==> src/rtl/convert_pkg.sv <==
// Shared constants and format helpers for the fixed-point requantisation pipeline.
// Bit positions are binary exponents: an N-bit value with BIN_PT fraction bits spans [-BIN_PT, N-1-BIN_PT].
package convert_pkg;

  localparam int QUANT_TRUNC     = 0;
  localparam int QUANT_HALF_UP   = 1;
  localparam int QUANT_HALF_EVEN = 2;

  localparam int OVF_WRAP = 0;
  localparam int OVF_SAT  = 1;

  function automatic int max_i(input int a, input int b);
    return (a > b) ? a : b;
  endfunction

  function automatic int min_i(input int a, input int b);
    return (a < b) ? a : b;
  endfunction

  function automatic int msb_idx(input int n_bits, input int bin_pt);
    return n_bits - 1 - bin_pt;
  endfunction

  function automatic int lsb_idx(input int bin_pt);
    return -bin_pt;
  endfunction

  // Span of both formats plus one guard MSB and one sign bit, so an unsigned
  // input that rounds up past its own MSB still reads as a positive value.
  function automatic int int_width(input int n_in, input int bp_in,
                                   input int n_out, input int bp_out);
    return max_i(msb_idx(n_in, bp_in), msb_idx(n_out, bp_out))
         - min_i(lsb_idx(bp_in), lsb_idx(bp_out)) + 3;
  endfunction

endpackage

==> src/rtl/convert_lane.sv <==
// One channel of the requantiser: stage 1 aligns and rounds, stage 2 range-checks.
// Enables come from the shared handshake in convert_pipe.
module convert_lane
  import convert_pkg::*;
#(
  parameter int N_BITS_IN  = 8,
  parameter int BIN_PT_IN  = 7,
  parameter int N_BITS_OUT = 4,
  parameter int BIN_PT_OUT = 3,
  parameter int SIGNED     = 1,
  parameter int QUANT      = 1,
  parameter int OVERFLOW   = 1
) (
  input  logic                  clk,
  input  logic                  rst,
  input  logic                  s1_en,
  input  logic                  s2_en,
  input  logic [N_BITS_IN-1:0]  din,
  output logic [N_BITS_OUT-1:0] dout,
  output logic                  ovf
);

  localparam int LSB_IN  = lsb_idx(BIN_PT_IN);
  localparam int LSB_OUT = lsb_idx(BIN_PT_OUT);
  localparam int LSB_MIN = min_i(LSB_IN, LSB_OUT);
  localparam int IW      = int_width(N_BITS_IN, BIN_PT_IN, N_BITS_OUT, BIN_PT_OUT);
  localparam int PAD     = LSB_IN - LSB_MIN;
  localparam int DROP    = LSB_OUT - LSB_IN;
  // Clamped copy of DROP so shift/index expressions stay legal when nothing is dropped.
  localparam int DP      = (DROP > 0) ? DROP : 1;

  localparam logic signed [IW-1:0] ONE  = IW'(1);
  localparam logic signed [IW-1:0] MAXV = (SIGNED != 0) ? (ONE <<< (N_BITS_OUT - 1)) - ONE
                                                        : (ONE <<< N_BITS_OUT) - ONE;
  localparam logic signed [IW-1:0] MINV = (SIGNED != 0) ? -(ONE <<< (N_BITS_OUT - 1)) : '0;

  function automatic logic signed [IW-1:0] align(input logic [N_BITS_IN-1:0] x);
    logic signed [IW-1:0] e;
    e = {{(IW - N_BITS_IN){(SIGNED != 0) & x[N_BITS_IN-1]}}, x};
    return e <<< PAD;
  endfunction

  // Result is in units of the output LSB.
  function automatic logic signed [IW-1:0] quantise(input logic signed [IW-1:0] x);
    logic signed [IW-1:0] bias;
    bias = '0;
    if (DROP > 0) begin
      if (QUANT == QUANT_HALF_UP) begin
        bias = ONE <<< (DP - 1);
      end else if (QUANT == QUANT_HALF_EVEN) begin
        bias = (ONE <<< (DP - 1)) - ONE + (x[DP] ? ONE : '0);
      end
      return (x + bias) >>> DP;
    end
    return x;
  endfunction

  // Returns {overflow, output bits}.
  function automatic logic [N_BITS_OUT:0] range_fit(input logic signed [IW-1:0] x);
    logic                 hi;
    logic                 lo;
    logic signed [IW-1:0] y;
    hi = (x > MAXV);
    lo = (x < MINV);
    y  = x;
    if (OVERFLOW == OVF_SAT) begin
      if (hi) begin
        y = MAXV;
      end else if (lo) begin
        y = MINV;
      end
    end
    return {hi | lo, N_BITS_OUT'(y)};
  endfunction

  logic signed [IW-1:0]   quant_p1_d;
  logic signed [IW-1:0]   quant_p1_q;
  logic [N_BITS_OUT:0]    fit_p2_d;
  logic [N_BITS_OUT-1:0]  dout_p2_q;
  logic                   ovf_p2_q;

  assign quant_p1_d = quantise(align(din));
  assign fit_p2_d   = range_fit(quant_p1_q);

  // Stage 1: aligned, quantised sample
  always_ff @(posedge clk) begin
    if (s1_en) begin
      quant_p1_q <= quant_p1_d;
    end
  end

  // Stage 2: range-limited output, held while downstream stalls
  always_ff @(posedge clk) begin
    if (rst) begin
      dout_p2_q <= '0;
      ovf_p2_q  <= 1'b0;
    end else if (s2_en) begin
      dout_p2_q <= fit_p2_d[N_BITS_OUT-1:0];
      ovf_p2_q  <= fit_p2_d[N_BITS_OUT];
    end
  end

  assign dout = dout_p2_q;
  assign ovf  = ovf_p2_q;

endmodule

==> src/rtl/convert_pipe.sv <==
// Two-stage multi-channel fixed-point format converter with valid/ready backpressure.
// Owns the stage valids, the handshake and the saturating overflow-beat counter.
module convert_pipe
  import convert_pkg::*;
#(
  parameter int N_CHANNELS = 1,
  parameter int N_BITS_IN  = 8,
  parameter int BIN_PT_IN  = 7,
  parameter int N_BITS_OUT = 4,
  parameter int BIN_PT_OUT = 3,
  parameter int SIGNED     = 1,
  parameter int QUANT      = 1,
  parameter int OVERFLOW   = 1
) (
  input  logic                             clk,
  input  logic                             rst,
  input  logic [N_CHANNELS*N_BITS_IN-1:0]  din,
  input  logic                             din_valid,
  output logic                             din_ready,
  output logic [N_CHANNELS*N_BITS_OUT-1:0] dout,
  output logic                             dout_valid,
  input  logic                             dout_ready,
  output logic [N_CHANNELS-1:0]            dout_ovf,
  output logic [15:0]                      ovf_count
);

  if (QUANT != QUANT_TRUNC && QUANT != QUANT_HALF_UP && QUANT != QUANT_HALF_EVEN) begin : g_bad_quant
    $error("convert_pipe: unsupported QUANT=%0d", QUANT);
  end
  if (OVERFLOW != OVF_WRAP && OVERFLOW != OVF_SAT) begin : g_bad_ovf
    $error("convert_pipe: unsupported OVERFLOW=%0d", OVERFLOW);
  end

  logic        vld_p1_d;
  logic        vld_p1_q;
  logic        vld_p2_d;
  logic        vld_p2_q;
  logic        adv_p2;
  logic        s1_en;
  logic        s2_en;
  logic [15:0] ovf_cnt_d;
  logic [15:0] ovf_cnt_q;

  // Stage 2 moves whenever its slot is empty or the consumer takes the beat,
  // which lets a full pipe accept and emit in the same cycle.
  assign adv_p2    = !vld_p2_q || dout_ready;
  assign din_ready = !vld_p1_q || adv_p2;
  assign s1_en     = din_valid && din_ready;
  assign s2_en     = adv_p2 && vld_p1_q;

  always_comb begin
    vld_p1_d  = din_ready ? din_valid : vld_p1_q;
    vld_p2_d  = adv_p2 ? vld_p1_q : vld_p2_q;
    ovf_cnt_d = ovf_cnt_q;
    if (vld_p2_q && dout_ready && (|dout_ovf) && (ovf_cnt_q != 16'hFFFF)) begin
      ovf_cnt_d = ovf_cnt_q + 16'd1;
    end
  end

  // Stage valids and counter
  always_ff @(posedge clk) begin
    if (rst) begin
      vld_p1_q  <= 1'b0;
      vld_p2_q  <= 1'b0;
      ovf_cnt_q <= '0;
    end else begin
      vld_p1_q  <= vld_p1_d;
      vld_p2_q  <= vld_p2_d;
      ovf_cnt_q <= ovf_cnt_d;
    end
  end

  for (genvar c = 0; c < N_CHANNELS; c++) begin : g_lane
    convert_lane #(
      .N_BITS_IN (N_BITS_IN),
      .BIN_PT_IN (BIN_PT_IN),
      .N_BITS_OUT(N_BITS_OUT),
      .BIN_PT_OUT(BIN_PT_OUT),
      .SIGNED    (SIGNED),
      .QUANT     (QUANT),
      .OVERFLOW  (OVERFLOW)
    ) u_lane (
      .clk  (clk),
      .rst  (rst),
      .s1_en(s1_en),
      .s2_en(s2_en),
      .din  (din[c*N_BITS_IN +: N_BITS_IN]),
      .dout (dout[c*N_BITS_OUT +: N_BITS_OUT]),
      .ovf  (dout_ovf[c])
    );
  end

  assign dout_valid = vld_p2_q;
  assign ovf_count  = ovf_cnt_q;

endmodule

==> config.mk <==
export PLATFORM = sky130hd
export DESIGN_NAME = convert_pipe
export DESIGN_NICKNAME = d
export VERILOG_FILES = /design/src/rtl/convert_pkg.sv /design/src/rtl/convert_lane.sv /design/src/rtl/convert_pipe.sv
export SDC_FILE = /design/constraint.sdc
export NUM_CORES = 1
export LEC_CHECK = 0
export ABC_CLOCK_PERIOD_IN_PS = 2960
export CAP_MARGIN = 15
export CELL_PAD_IN_SITES_DETAIL_PLACEMENT = 0
export CELL_PAD_IN_SITES_GLOBAL_PLACEMENT = 1
export CORE_MARGIN = 5
export CORE_UTILIZATION = 25
export CTS_BUF_LIST = sky130_fd_sc_hd__clkbuf_2 sky130_fd_sc_hd__clkbuf_4 sky130_fd_sc_hd__clkbuf_8
export CTS_CLUSTER_SIZE = 14
export DETAILED_ROUTE_END_ITERATION = 12
export DONT_BUFFER_PORTS = 1
export PLACE_DENSITY_LB_ADDON = 0.1
export SLEW_MARGIN = 20
export SYNTH_ARGS = -nofsm -noshare
export SYNTH_HDL_FRONTEND = slang
export SYNTH_SLANG_ARGS = --single-unit
==> constraint.sdc <==
create_clock -name clk -period 2.96 [get_ports clk]
set_input_delay 0.296 -clock clk [delete_from_list [all_inputs] [get_ports clk]]
set_output_delay 0.296 -clock clk [all_outputs]
set_load 0.01 [all_outputs]
### Word level (Yosys, flattened, before mapping)

Index checks and enable logic that the tools add are counted.

| word-level totals | value |
|---|---|
| input bits | 12 |
| output and inout bits | 23 |
| logic and storage cells | 23 |
| bits in registers | 28 |

| operators by class | value |
|---|---|
| add/sub/neg operators | 2 |
| muxes and demuxes | 2 |
| magnitude comparators | 2 |
| bitwise logic cells | 1 |
| equal/unequal tests | 1 |
| reduce and logical (&&, ||, !) cells | 9 |

Operators by type and width:

| cell | count |
|---|---|
| 16-bit by 1-bit adder with 16-bit output (second input constant) | 1 |
| 16-bit inequality test (second input constant) | 1 |
| 8-bit by 5-bit adder with 9-bit output (second input constant) | 1 |
| 4-bit 2-to-1 mux | 2 |
| 5-bit by 4-bit greater-than comparator with 1-bit output (second input constant) | 1 |
| 1-bit logical AND | 5 |
| 5-bit by 4-bit < comparator with 1-bit output (second input constant) | 1 |
| 1-bit zero test | 2 |
| 1-bit logical OR | 2 |
| 1-bit bitwise OR | 1 |

### Logic depth before layout (Yosys ltp)

Gate-level depths: netlist of the first run.

| depth | value |
|---|---|
| word-level depth | 4 |
| gate-level depth with buffers | 7 |
| depth with buffers taken out | 5 |

### Modules after synthesis

A second synthesis of the first run with hierarchy kept.

| second synthesis, totals | value |
|---|---|
| cells, all modules | 147 |
| area, all modules | 1347.5 um^2 |

By module, submodules not included:

| module | times used | area each (um^2) | cells an instance | seq. area each (um^2) |
|---|---|---|---|---|
| convert_pipe | 1 | 934.6 | 111 | 360.3 |
| convert_lane | 1 | 412.9 | 36 | 250.2 |

### Worst setup path before layout of the first run

Ideal clock, no wire load.

| timing | value |
|---|---|
| path type | reg2reg |
| from | register ovf_cnt_q[0], in the netlist ovf_count[0] |
| to | register ovf_cnt_q[14], in the netlist ovf_count[14] |
| path slack | 1.155 ns |
| required time | 2.890 ns |
| cell stages (with the launch flop) | 6 |
| setup time | 0.070 ns |
| period minus slack after synthesis | 1.805 ns |
| buffers on the path | 0 |
| arrival | 1.735 ns |
| cell sequence | dfxtp_1 -> ha_1 -> and4_2 -> nand3_1 -> or4b_2 -> a21oi_1 |

| on the way | value |
|---|---|
| longest elaborated chain between the ends | 2 |
| elaborated cells between the ends (all ways) | 3 |
| classes of those cells | 1 x add/sub; 1 x eq/ne; 1 x reduce/logical |

Ends and longest elaborated chain:

| what | line | source |
|---|---|---|
| start, declared | convert_pipe.sv:42 | `logic [15:0] ovf_cnt_q;` |
| start signal, assigned | convert_pipe.sv:69 | `ovf_cnt_q <= ovf_cnt_d;` |
| branches (longest 2 deep; another with 16-bit by 1-bit adder with 16-bit output) | n/a |  |

Parallel ways; which one is timed is not known.
A chain may end at the register's enable or synchronous reset.

### Final worst setup path of the first run

| timing | value |
|---|---|
| from | register ovf_cnt_q[0], in the netlist ovf_count[0] |
| to | register ovf_cnt_q[9], in the netlist ovf_count[9] |

The elaborated chain is that of the path after synthesis.

==> parameters.txt, run 1 <==
Parameter                              Value

Floorplanning
  Die footprint ... 7163 sq um
  Overall die width ... 84.64 um
  Initial standard-cell utilization of the core ... 25.45%
  Rows ... 27
  DIE HEIGHT ... 84.64 um
  Core region area ... 5473 sq um
  I/O pin total ... 35

STA
  Peak Freq ... 444.4 MHz
  Number of slew-limit violations in the final report ... 0
  Shortest clock period the worst path allows after layout ... 2250 ps
  Final hold violation count ... 0
  Max_slew headroom ... 58.00%
  Transition time at the pin with the least slew margin ... 628.7 ps
  Period Utilization, post-route ... 76.02%
  Final setup skew ... 1.492 ps
  Setup repair after global routing missed its margin ... no
  Final setup viols ... 0
  Setup TNS ... 0 ps

Outcome
  Outcome ... completed

Worst hold path
  Endpoint of the worst hold path ... ovf_count[8]$_SDFFE_PP0P_
  Startpoint of the tightest hold check path ... rst
  Min-delay worst type ... primary input to register
  Number of stages on the worst hold path ... 1

Routing
  DRC violations left ... 0
  Overall routed net length ... 3226 um
  Routed Antenna Nets ... 0
  First drt pass iteration count ... 4
  Via count ... 1122
  Avg WL per Cell ... 14.53 um
  Vias per cell ... 5.054
  DRT iter0 DRCs ... 52

Worst setup path
  Crit path required time ... 3140 ps
  Startpoint of the worst register-to-register path ... ovf_count[0]$_SDFFE_PP0P_
  Number of cells on the worst reg-to-reg path ... 6
  Kind of start point of the critical path ... register
  Capture instance of the worst register-to-register path ... ovf_count[9]$_SDFFE_PP0P_
  Critical Path Fanout Max ... 14
  Arrival time at the worst endpoint ... 2430 ps
  CP Capture Type ... register
  Classification of the worst setup path ... register to register
  Reg-to-reg slack, setup ... 710 ps

Global routing
  Total routing usage reported by global routing ... 9.633%
  Initial antenna violation count ... 0
  Vias in the first global route ... 1183
  Pin count of the biggest net entering global routing ... 26
  Global-route wire length before repair ... 5678 um
  Aggregate global routing overflow ... 0

Logic synthesis
  Count of warnings emitted by yosys ... 0
  Synthesized flop and latch total ... 28
  Post-synthesis async set-or-reset flop share ... 0%
  Post-synthesis area per instance ... 9.162 sq um
  Flip-flop cell with the highest count after synthesis ... sky130_fd_sc_hd__dfxtp_1
  Number of distinct library cells after synthesis ... 39
  Synthesized-area fraction occupied by and/or/nand/nor cells ... 28.03%
  Xor and xnor area share after synthesis ... 1.887%
  Mux cell area share after synthesis ... 3.055%
  Mapped Nets ... 169
  Synthesized netlist cell count ... 152
  Part of the Yosys area used for sequential elements ... 43.85%
  Complex-gate fraction of the synthesized area ... 14.47%
  Adder-Cell Fraction of Synth Area ... 4.492%
  Largest family of logic cells by synthesized area ... simple AND/OR/NAND/NOR gates
  Post-synth EDFFs ... 5
  Cell area after synthesis ... 1393 sq um

Clock tree
  Max Root-Sink Buffers ... 2
  # hold bufs at CTS ... 0
  Number of cells upsized or downsized after cts ... 0
  Number of sinks driven by the clock tree ... 28
  Post-CTS setup buffers ... 0
  Total clock buffers created by CTS ... 3
  CTS HTree Levels ... 1
  Clock transition at the register clock pins on the worst setup and hold paths after CTS ... 100 ps
  Clock insertion delay at the later pin of the skew report ... 270 ps
  Clock tree from TritonCTS ... done
  Clock root buffer ... sky130_fd_sc_hd__clkbuf_8

Power and ir drop
  Total Power ... 747.7 uW
  Power density cells ... 489.4 nW/um^2
  Static leakage power ... 0.0004826 uW
  Peak supply drop ... 0.2176 mV

Place
  PortBufs ... 0
  Final Wtd Congestion ... 0.6946
  Detailed placement HPWL ... 2413 um

Flow run
  Number of max-capacitance violations reported ... 0

Cells and area
  Area added between synthesis and finish ... 9.704%
  Antenna fix cells ... 0
  Layout cells sized above 1 ... 12.00%
  Number of nets in the layout ... 168
==> through the flow <==
step                      setup WS, ps  hold slack [ps]  util (%)  area [sq um]  std cells
final                            709.8            74.46     27.92          1528        222
after global routing             507.5            60.42     27.92          1528        222
after CTS                        682.4            62.72     27.92          1528        222
after detailed placement         704.4            370.9     26.61          1456        218
after global placement           729.0            369.8     26.61          1456        218
after floorplan                   1155            413.4         -          1393        152
==> layout make-up <==
type	count	area [sq um]
Fill cell	600	3945
Multi-Input combinational cell	112	729.5
Sequential cell	28	610.6
Tap cell	72	90.09
Clock buffer	3	41.29
Clock inverter	1	30.03
Inverter	5	18.77
Timing Repair Buffer	1	7.507
==> cell usage after synthesis (all sizes together), types with 2 or more instances <==
cell type,number,area (sq um)
a211oi,3,22.52
a21oi,17,85.08
and3,3,18.77
buf,2,12.51
clkbuf,4,18.77
dfxtp,23,460.4
edfxtp,5,150.1
ha,5,62.56
inv,5,18.77
mux2,2,22.52
mux2i,2,20.02
nand2,6,22.52
nand3,9,55.05
nand4,7,50.05
nor2,14,52.55
nor2b,4,25.02
nor3,2,10.01
nor4,4,25.02
o21ai,5,25.02
o31ai,7,52.55
or2,2,12.51
or3,3,20.02
or4,8,65.06
xnor2,2,17.52
==> placed cells by master (no fill, tap or decap), drive strengths merged, types with 4 or more instances in the layout <==
cell	instances
inv	5
a21oi	17
o21ai	5
edfxtp	5
nor4	4
nor2	14
ha	5
nand3	9
o31ai	7
nand2	6
nor2b	4
or4	8
nand4	7
dfxtp	23
==> logic make-up (layout without fill, tap and decap cells) <==
logic type,after synthesis,count (layout)
compound gates,34,34
fa+ha+maj,5,5
xor+xnor,3,3
mux,4,4
simple gates,66,66
buf+inv,12,10
flops,28,28
==> worst max-delay path, cell delays in order, from the launching register on <==
cell and delay [ps]:
sky130_fd_sc_hd__dfxtp_1 520, sky130_fd_sc_hd__ha_1 270, sky130_fd_sc_hd__nand4_1 170, sky130_fd_sc_hd__nor4_2 540, sky130_fd_sc_hd__buf_4 290, sky130_fd_sc_hd__nor4_1 80, sky130_fd_sc_hd__mux2_2 270
==> how the worst max path moves through the flow <==
stage / startpoint / endpoint / slack (ps) / cells past startpoint
6_report: ovf_count[0]$_SDFFE_PP0P_ / ovf_count[9]$_SDFFE_PP0P_ / 710 / 6
2_1_floorplan: ovf_count[0]$_SDFFE_PP0P_ / ovf_count[14]$_SDFFE_PP0P_ / 1150 / 5
5_1_grt: ovf_count[0]$_SDFFE_PP0P_ / ovf_count[7]$_SDFFE_PP0P_ / 510 / 6
4_1_cts: ovf_count[0]$_SDFFE_PP0P_ / ovf_count[9]$_SDFFE_PP0P_ / 680 / 6
3_5_place_dp: ovf_count[0]$_SDFFE_PP0P_ / ovf_count[9]$_SDFFE_PP0P_ / 700 / 6
3_3_place_gp: ovf_count[0]$_SDFFE_PP0P_ / ovf_count[9]$_SDFFE_PP0P_ / 730 / 6
==> report_power, final <==
| group | total (uW) | internal (uW) | switching, uW |
|---|---|---|---|
| logic | 29.0 | 13.5 | 15.5 |
| clock network | 308 | 181 | 127 |
| registers | 411 | 400 | 10.2 |
| total | 748 | 595 | 153 |
==> routing by layer <==
layer  part of all wire, %  wire (um)  GRT usage [%]  up-vias
li1                      -          -              -      573
met1                    45       1440          11.41      522
met2                    48       1540          16.16       25
met3                   6.8        220          3.533        2
met4                  0.77         25          3.022        0
met5                     0          0              0        -
==> sequential cells by signal (all words and copies together), names as in the netlist <==
| signal | cells |
|---|---|
| ovf_count | 16 |
| g_lane.u_lane.quant_p1_q | 5 |
| g_lane.u_lane.dout | 4 |
| dout_valid | 1 |
| g_lane.u_lane.ovf | 1 |
| vld_p1_q | 1 |
Power figures use the tool's default switching activity.
==> run 2: changes to the inputs <==
--- a/config.mk
+++ b/config.mk
@@ -5,7 +5,8 @@
 export SDC_FILE = /design/constraint.sdc
 export NUM_CORES = 1
 export LEC_CHECK = 0
-export ABC_CLOCK_PERIOD_IN_PS = 2960
+export ABC_AREA = 1
+export ABC_CLOCK_PERIOD_IN_PS = 2090
 export CAP_MARGIN = 15
 export CELL_PAD_IN_SITES_DETAIL_PLACEMENT = 0
 export CELL_PAD_IN_SITES_GLOBAL_PLACEMENT = 1
==> constraint.sdc (replaced) <==
create_clock -name clk -period 2.09 [get_ports clk]
set_input_delay 0.209 -clock clk [delete_from_list [all_inputs] [get_ports clk]]
set_output_delay 0.209 -clock clk [all_outputs]
set_load 0.01 [all_outputs]
==> run 2 against run 1 <==
Net effect:
- global-route usage up 0.62 points
- combinational power rose by 89%
- via count grew 13%
- critical endpoint is now ovf_count[14]$_SDFFE_PP0P_
- sequential share of layout area down 2.7 points
- non-clock buffer count is 2 higher
- highest routed layer unchanged
- core utilization grew 0.29 points
==> parameters.txt, run 2 <==
Parameter                              Value

Floorplanning
  Rows ... 28
  Die footprint ... 7508 sq um
  Overall die width ... 86.65 um
  I/O pin total ... 35
  Initial standard-cell utilization of the core ... 25.26%
  DIE HEIGHT ... 86.65 um
  Core region area ... 5816 sq um

Clock tree
  Clock transition at the register clock pins on the worst setup and hold paths after CTS ... 100 ps
  Number of cells upsized or downsized after cts ... 0
  Clock tree from TritonCTS ... done
  CTS HTree Levels ... 1
  Total clock buffers created by CTS ... 3
  Clock root buffer ... sky130_fd_sc_hd__clkbuf_8
  Number of sinks driven by the clock tree ... 28
  Max Root-Sink Buffers ... 2
  Clock insertion delay at the later pin of the skew report ... 280 ps

Logic synthesis
  Complex-gate fraction of the synthesized area ... 10.48%
  Most numerous cell in the Yosys netlist ... sky130_fd_sc_hd__nand2_1
  Largest family of logic cells by synthesized area ... simple AND/OR/NAND/NOR gates
  Number of distinct library cells after synthesis ... 22
  Cell area after synthesis ... 1469 sq um
  Portion of synthesized cell area occupied by the leading cell type ... 31.35%
  Mux cell area share after synthesis ... 0%
  Post-synth EDFFs ... 5
  Part of the Yosys area used for sequential elements ... 41.57%
  Post-synthesis area per instance ... 7.236 sq um
  Synthesized-area fraction occupied by and/or/nand/nor cells ... 35.78%
  Adder-Cell Fraction of Synth Area ... 4.259%
  Flip-flop cell with the highest count after synthesis ... sky130_fd_sc_hd__dfxtp_1
  Synth top cells by count ... 45 x sky130_fd_sc_hd__nand2_1, 40 x sky130_fd_sc_hd__nor2_1, 23 x sky130_fd_sc_hd__dfxtp_1
  Xor and xnor area share after synthesis ... 1.789%
  Synthesized netlist cell count ... 203
  Leading area contributor after synthesis ... sky130_fd_sc_hd__dfxtp_1
  Synthesized flop and latch total ... 28
  Mapped Nets ... 220
  Post-synthesis async set-or-reset flop share ... 0%
  Synth top area cells ... sky130_fd_sc_hd__dfxtp_1 31%, sky130_fd_sc_hd__nand2_1 11%, sky130_fd_sc_hd__edfxtp_1 10%
  Count of warnings emitted by yosys ... 0

Place
  Cell Count Post-Placement ... 278
  PortBufs ... 0
  Detailed placement HPWL ... 2835 um
  Final Wtd Congestion ... 0.7569

Worst setup path
  Critical Path Fanout Max ... 8
  Reg-to-reg slack, setup ... 440 ps
  Delay-heaviest family, CP ... simple AND/OR/NAND/NOR gates
  Number of cells on the worst reg-to-reg path ... 7
  Critical Path Max Stage Delay ... 440 ps
  Total number of cells along the worst setup path ... 7
  Cell breakdown of the critical path ... nand3_1 > nor2_1 > nand2_1 > nor2_1 > nand3_1 > nand2_1 > nor2_1
  Arrival time at the worst endpoint ... 1830 ps
  Combined buffer and inverter count along the critical path ... 0
  Kind of start point of the critical path ... register
  CP max-delay cell ... sky130_fd_sc_hd__dfxtp_1
  Crit path required time ... 2270 ps
  Most used cell along the critical path ... sky130_fd_sc_hd__nor2_1
  CP Capture Type ... register
  Classification of the worst setup path ... register to register

STA
  Final setup skew ... 2.495 ps
  Setup TNS ... 0 ps
  Period Utilization, post-route ... 79.00%
  Transition time at the pin with the least slew margin ... 582.1 ps
  Final hold violation count ... 0
  Worst Hold Slack ... 101.4 ps
  Final setup viols ... 0
  Number of slew-limit violations in the final report ... 0
  Peak Freq ... 605.7 MHz
  Setup repair after global routing missed its margin ... no
  Max_slew headroom ... 61.15%
  Shortest clock period the worst path allows after layout ... 1651 ps

Global routing
  Initial antenna violation count ... 0
  Global-route wire length before repair ... 6051 um
  Aggregate global routing overflow ... 0
  Total routing usage reported by global routing ... 10.25%
  Pin count of the biggest net entering global routing ... 19
  Vias in the first global route ... 1230

Power and ir drop
  Switching share of power ... 21.21%
  Internal power of the cells ... 844.9 uW
  Sequential group share of total power ... 54.4%
  Switching Power ... 227.5 uW
  Clk network pwr share ... 40.5%
  Peak supply drop ... 0.2830 mV
  Share of power burned in combinational logic ... 5.1%
  Power density cells ... 653.7 nW/um^2
  Total Power ... 1072 uW
  Static leakage power ... 0.0006360 uW

Cells and area
  Layout cells sized above 1 ... 8.654%
  Number of nets in the layout ... 226
  Most frequent cells in the layout ... 45 x sky130_fd_sc_hd__nand2_1, 40 x sky130_fd_sc_hd__nor2_1, 23 x sky130_fd_sc_hd__dfxtp_1
  Max FFs per register ... 16
  Leading cell type in the layout, fill and taps excluded ... sky130_fd_sc_hd__nand2_1
  Antenna fix cells ... 0
  Final core utilization ... 28.21%
  Non-Filler Instances ... 283
  Area added between synthesis and finish ... 11.67%

Routing
  Routed Antenna Nets ... 0
  DRT iter0 DRCs ... 68
  Via count ... 1268
  Overall routed net length ... 3678 um
  Vias per cell ... 4.481
  Avg WL per Cell ... 13.00 um
  DRC violations left ... 0
  First drt pass iteration count ... 4

Flow run
  Number of max-capacitance violations reported ... 0

Worst hold path
  Min-delay worst type ... primary input to register
  Number of stages on the worst hold path ... 2

Outcome
  Outcome ... completed
-- run 2: cell types whose count changed in the layout (fill, tap and decap cells not counted), moves of 6 or more --
| cell | previous run | this run |
|---|---|---|
| sky130_fd_sc_hd__nand3_1 | 7 | 17 |
| sky130_fd_sc_hd__o31ai_1 | 7 | 0 |
| sky130_fd_sc_hd__inv_1 | 5 | 19 |
| sky130_fd_sc_hd__nor2_1 | 14 | 40 |
| sky130_fd_sc_hd__or4_1 | 6 | 0 |
| sky130_fd_sc_hd__nand2_1 | 6 | 45 |
-- run 2: path summary, 6_finish.rpt --
kind	startpoint	end
setup / recovery	dout_valid$_SDFFE_PP0P_	ovf_count[14]$_SDFFE_PP0P_
hold / removal	din_valid	vld_p1_q$_SDFFE_PP0P_
setup reg to reg	dout_valid$_SDFFE_PP0P_	ovf_count[14]$_SDFFE_PP0P_
hold reg to reg	vld_p1_q$_SDFFE_PP0P_	dout_valid$_SDFFE_PP0P_
-- run 2: through the flow --
stage               worst slack (ps)  instance area (sq um)
floorplan                      636.7                   1469
CTS                            431.2                   1640
global route                   265.4                   1640
detailed placement             447.4                   1559
global placement               446.6                   1559
finish                         438.9                   1640
-- run 2: power by group through the flow --
stage	sequential [uW]	combinational [uW]	clock (uW)
floorplan	593	41.4	0
global placement	596	51.6	0
detailed placement	596	53.4	0
CTS	584	57.0	464
global route	586	63.7	480
finish	583	54.9	434
-- run 2: what timing repair did --
action,4_1_cts,5_1_grt
hold buffers,1,0
setup buffers,0,0
endpoints found under the hold margin,5,0
-- run 2: worst reg2reg max path, cell delays in order, from the launching register on --
cell	delay, ps
sky130_fd_sc_hd__dfxtp_1	440
sky130_fd_sc_hd__nand3_1	320
sky130_fd_sc_hd__nor2_1	300
sky130_fd_sc_hd__nand2_1	130
sky130_fd_sc_hd__nor2_1	160
sky130_fd_sc_hd__nand3_1	90
sky130_fd_sc_hd__nand2_1	70
sky130_fd_sc_hd__nor2_1	40
-- run 2: cells by family (layout without fill, tap and decap cells) --
group           Yosys count  count (layout)
simple gates            117             117
compound gates           29              29
flops                    28              28
buf+inv                  21              26
fa+ha+maj                 5               5
xor+xnor                  3               3
-- run 2: final cells by class --
type | count | area, sq um
fill | 680 | 4175
multi-input combinational | 154 | 768.2
sequential | 28 | 610.6
tap | 75 | 93.84
inverter | 19 | 71.32
clock buffer | 3 | 41.29
clock inverter | 1 | 30.03
timing repair buffer | 3 | 25.02
-- run 2: per-layer routing --
| metal | vias up | part of all wire [%] | track usage, % |
|---|---|---|---|
| met4 | 0 | 0.54 | 1.700 |
| met2 | 29 | 45 | 16.69 |
| li1 | 664 | - | - |
| met3 | 2 | 9.3 | 4.468 |
| met5 | - | 0 | 0 |
| met1 | 573 | 45 | 12.74 |
==> run 3: changes to the inputs <==
--- a/config.mk
+++ b/config.mk
@@ -5,8 +5,8 @@
 export SDC_FILE = /design/constraint.sdc
 export NUM_CORES = 1
 export LEC_CHECK = 0
-export ABC_AREA = 1
-export ABC_CLOCK_PERIOD_IN_PS = 2090
+export ABC_AREA = 0
+export ABC_CLOCK_PERIOD_IN_PS = 1700
 export CAP_MARGIN = 15
 export CELL_PAD_IN_SITES_DETAIL_PLACEMENT = 0
 export CELL_PAD_IN_SITES_GLOBAL_PLACEMENT = 1
==> constraint.sdc (replaced) <==
create_clock -name clk -period 1.7 [get_ports clk]
set_input_delay 0.17 -clock clk [delete_from_list [all_inputs] [get_ports clk]]
set_output_delay 0.17 -clock clk [all_outputs]
set_load 0.01 [all_outputs]
==> run 3 against run 2 <==
Net effect:
- the flow now finishes with violations (hold timing)
- clock skew down 1.1 ps
- flip-flop and latch count unchanged
- first-iteration DRC count down 49%
- combinational power up 19%
- sequential power up 21%
- maximum frequency down 2.8%
- via count down 1.7%
- total power up 21%
- largest cell class unchanged
==> parameters.txt, run 3 (synthesis gave the netlist of run 1 again) <==
Parameter                              Value

Power and ir drop
  Power density cells ... 687.7 nW/um^2
  Total Power ... 1302 uW
  Static leakage power ... 0.0006899 uW
  Peak supply drop ... 0.3689 mV

Global routing
  Met3 usage in global routing ... 3.042%
  Layer with the highest usage ... met2
  Global-route wire length before repair ... 5989 um
  GRT met1 Usage ... 11.55%
  Total routing usage reported by global routing ... 10.14%
  Vias in the first global route ... 1271
  Aggregate global routing overflow ... 0
  Initial antenna violation count ... 0
  Fraction of met2 tracks used by global routing ... 17.94%
  Pin count of the biggest net entering global routing ... 26

Routing
  Avg WL per Cell ... 14.40 um
  Vias per cell ... 4.871
  DRT iter0 DRCs ... 35
  DRC violations left ... 0
  First drt pass iteration count ... 3
  Routed Antenna Nets ... 0
  Overall routed net length ... 3686 um
  Via count ... 1247

Floorplanning
  I/O pin total ... 35
  Core region area ... 5473 sq um
  Die footprint ... 7163 sq um
  Rows ... 27
  Overall die width ... 84.64 um
  Initial standard-cell utilization of the core ... 25.45%
  DIE HEIGHT ... 84.64 um

Worst hold path
  Min-delay worst type ... primary input to register
  Number of stages on the worst hold path ... 1

Cells and area
  Max FFs per register ... 16
  Number of nets in the layout ... 202
  Area added between synthesis and finish ... 35.94%
  Non-Filler Instances ... 256
  Layout cells sized above 1 ... 39.67%
  Antenna fix cells ... 0
  Leading cell type in the layout, fill and taps excluded ... sky130_fd_sc_hd__buf_4
  Most frequent cells in the layout ... 31 x sky130_fd_sc_hd__buf_4, 14 x sky130_fd_sc_hd__nor2_1, 14 x sky130_fd_sc_hd__a21oi_1
  Number of inserted filler cells in the final layout ... 595

Place
  Detailed placement HPWL ... 2764 um
  Post-placement setup slack ... -57.04 ps
  Final Wtd Congestion ... 0.7411
  PortBufs ... 0
  Cell Count Post-Placement ... 249

Flow run
  Number of max-capacitance violations reported ... 0

Clock tree
  Clock insertion delay at the later pin of the skew report ... 270 ps
  Number of sinks driven by the clock tree ... 28
  CTS HTree Levels ... 1
  Max Root-Sink Buffers ... 2
  # hold bufs at CTS ... 2
  Clock tree from TritonCTS ... done
  Total clock buffers created by CTS ... 3
  Clock transition at the register clock pins on the worst setup and hold paths after CTS ... 100 ps
  Clock root buffer ... sky130_fd_sc_hd__clkbuf_8

STA
  Number of slew-limit violations in the final report ... 0
  Max_slew headroom ... 70.75%
  Peak Freq ... 588.9 MHz
  Worst Hold Slack ... -60.94 ps
  Final hold violation count ... 19
  Final setup skew ... 1.407 ps
  Period Utilization, post-route ... 99.90%
  Shortest clock period the worst path allows after layout ... 1698 ps
  Setup TNS ... 0 ps
  Setup repair after global routing missed its margin ... yes
  Worst setup slack after layout ... 1.776 ps
  Transition time at the pin with the least slew margin ... 435.4 ps
  Final setup viols ... 0

Worst setup path
  Critical Path Fanout Max ... 5
  CP Capture Type ... register
  Critical Path Max Stage Delay ... 590 ps
  CP max-delay cell ... sky130_fd_sc_hd__or4_4
  Crit path required time ... 1910 ps
  Classification of the worst setup path ... register to register
  Number of cells on the worst reg-to-reg path ... 4
  Kind of start point of the critical path ... register
  Cell breakdown of the critical path ... nand3_2 > or4_4 > or4_1 > a21oi_1
  Arrival time at the worst endpoint ... 1910 ps

Outcome
  Outcome ... complete, but fails checks
  Violations in the final reports ... hold timing
==> run 3: changes by cell type in the layout (fill, tap and decap cells not counted), sizes merged, moves of 4 or more <==
cell / previous run / this run
nand2: 49 / 6
nand4: 3 / 7
o21ai: 10 / 5
nor2b: 0 / 4
inv: 19 / 5
nand3: 17 / 9
buf: 2 / 33
nor4: 0 / 4
o31ai: 0 / 7
or4: 0 / 8
nor2: 45 / 14
==> run 3: cell type report <==
type | count | area [sq um] | area share, %
clock buffer | 3 | 41.29 | 2.181
tap | 72 | 90.09 | 4.759
timing repair buffer | 35 | 275.3 | 14.54
clock inverter | 1 | 30.03 | 1.586
multi-input combinational | 112 | 805.8 | 42.56
sequential | 28 | 631.9 | 33.38
inverter | 5 | 18.77 | 0.9914
==> run 3: final timing paths <==
check,from,end,slack (ps)
setup / recovery,dout_valid$_SDFFE_PP0P_,ovf_count[15]$_SDFFE_PP0P_,2
hold / removal,rst,ovf_count[3]$_SDFFE_PP0P_,-60
setup reg to reg,dout_valid$_SDFFE_PP0P_,ovf_count[15]$_SDFFE_PP0P_,2
hold reg to reg,g_lane[0].u_lane.dout[0]$_SDFFE_PP0P_,g_lane[0].u_lane.dout[0]$_SDFFE_PP0P_,550
==> run 3: worst max-delay path: cells and delay by family, from the launching register on <==
family	cells	cell delay [ps]
AOI/OAI and AO/OA	1	140
DFF	1	350
and+or+nand+nor	3	1150
==> run 3: repair_timing <==
action | 4_1_cts | 5_1_grt
endpoints found under the setup margin | 12 | 13
pin swaps | 4 | 7
resized for setup | 3 | 17
buffers inserted | 1 | 0
endpoints found under the hold margin | 21 | 19
==> run 3: metal layers <==
metal  up-vias  routed length [um]
met5         -                   0
met4         0                  25
met3         2                 232
met2        20                1849
met1       592                1578
li1        633                   -
==> run 3: report_power, final <==
group / leakage [uW] / internal (uW) / switching [uW]
registers: 0.000243 / 694 / 14.2
clock network: 0.0000357 / 315 / 213
logic: 0.000412 / 32.6 / 32.7
total: 0.000690 / 1040 / 260
==> run 3: stage by stage <==
step / utilization [%] / area [sq um]
3_3_place_gp: 31.39 / 1718
6_report: 34.59 / 1893
5_1_grt: 34.59 / 1893
3_5_place_dp: 31.39 / 1718
4_1_cts: 33.40 / 1828
2_1_floorplan: - / 1421
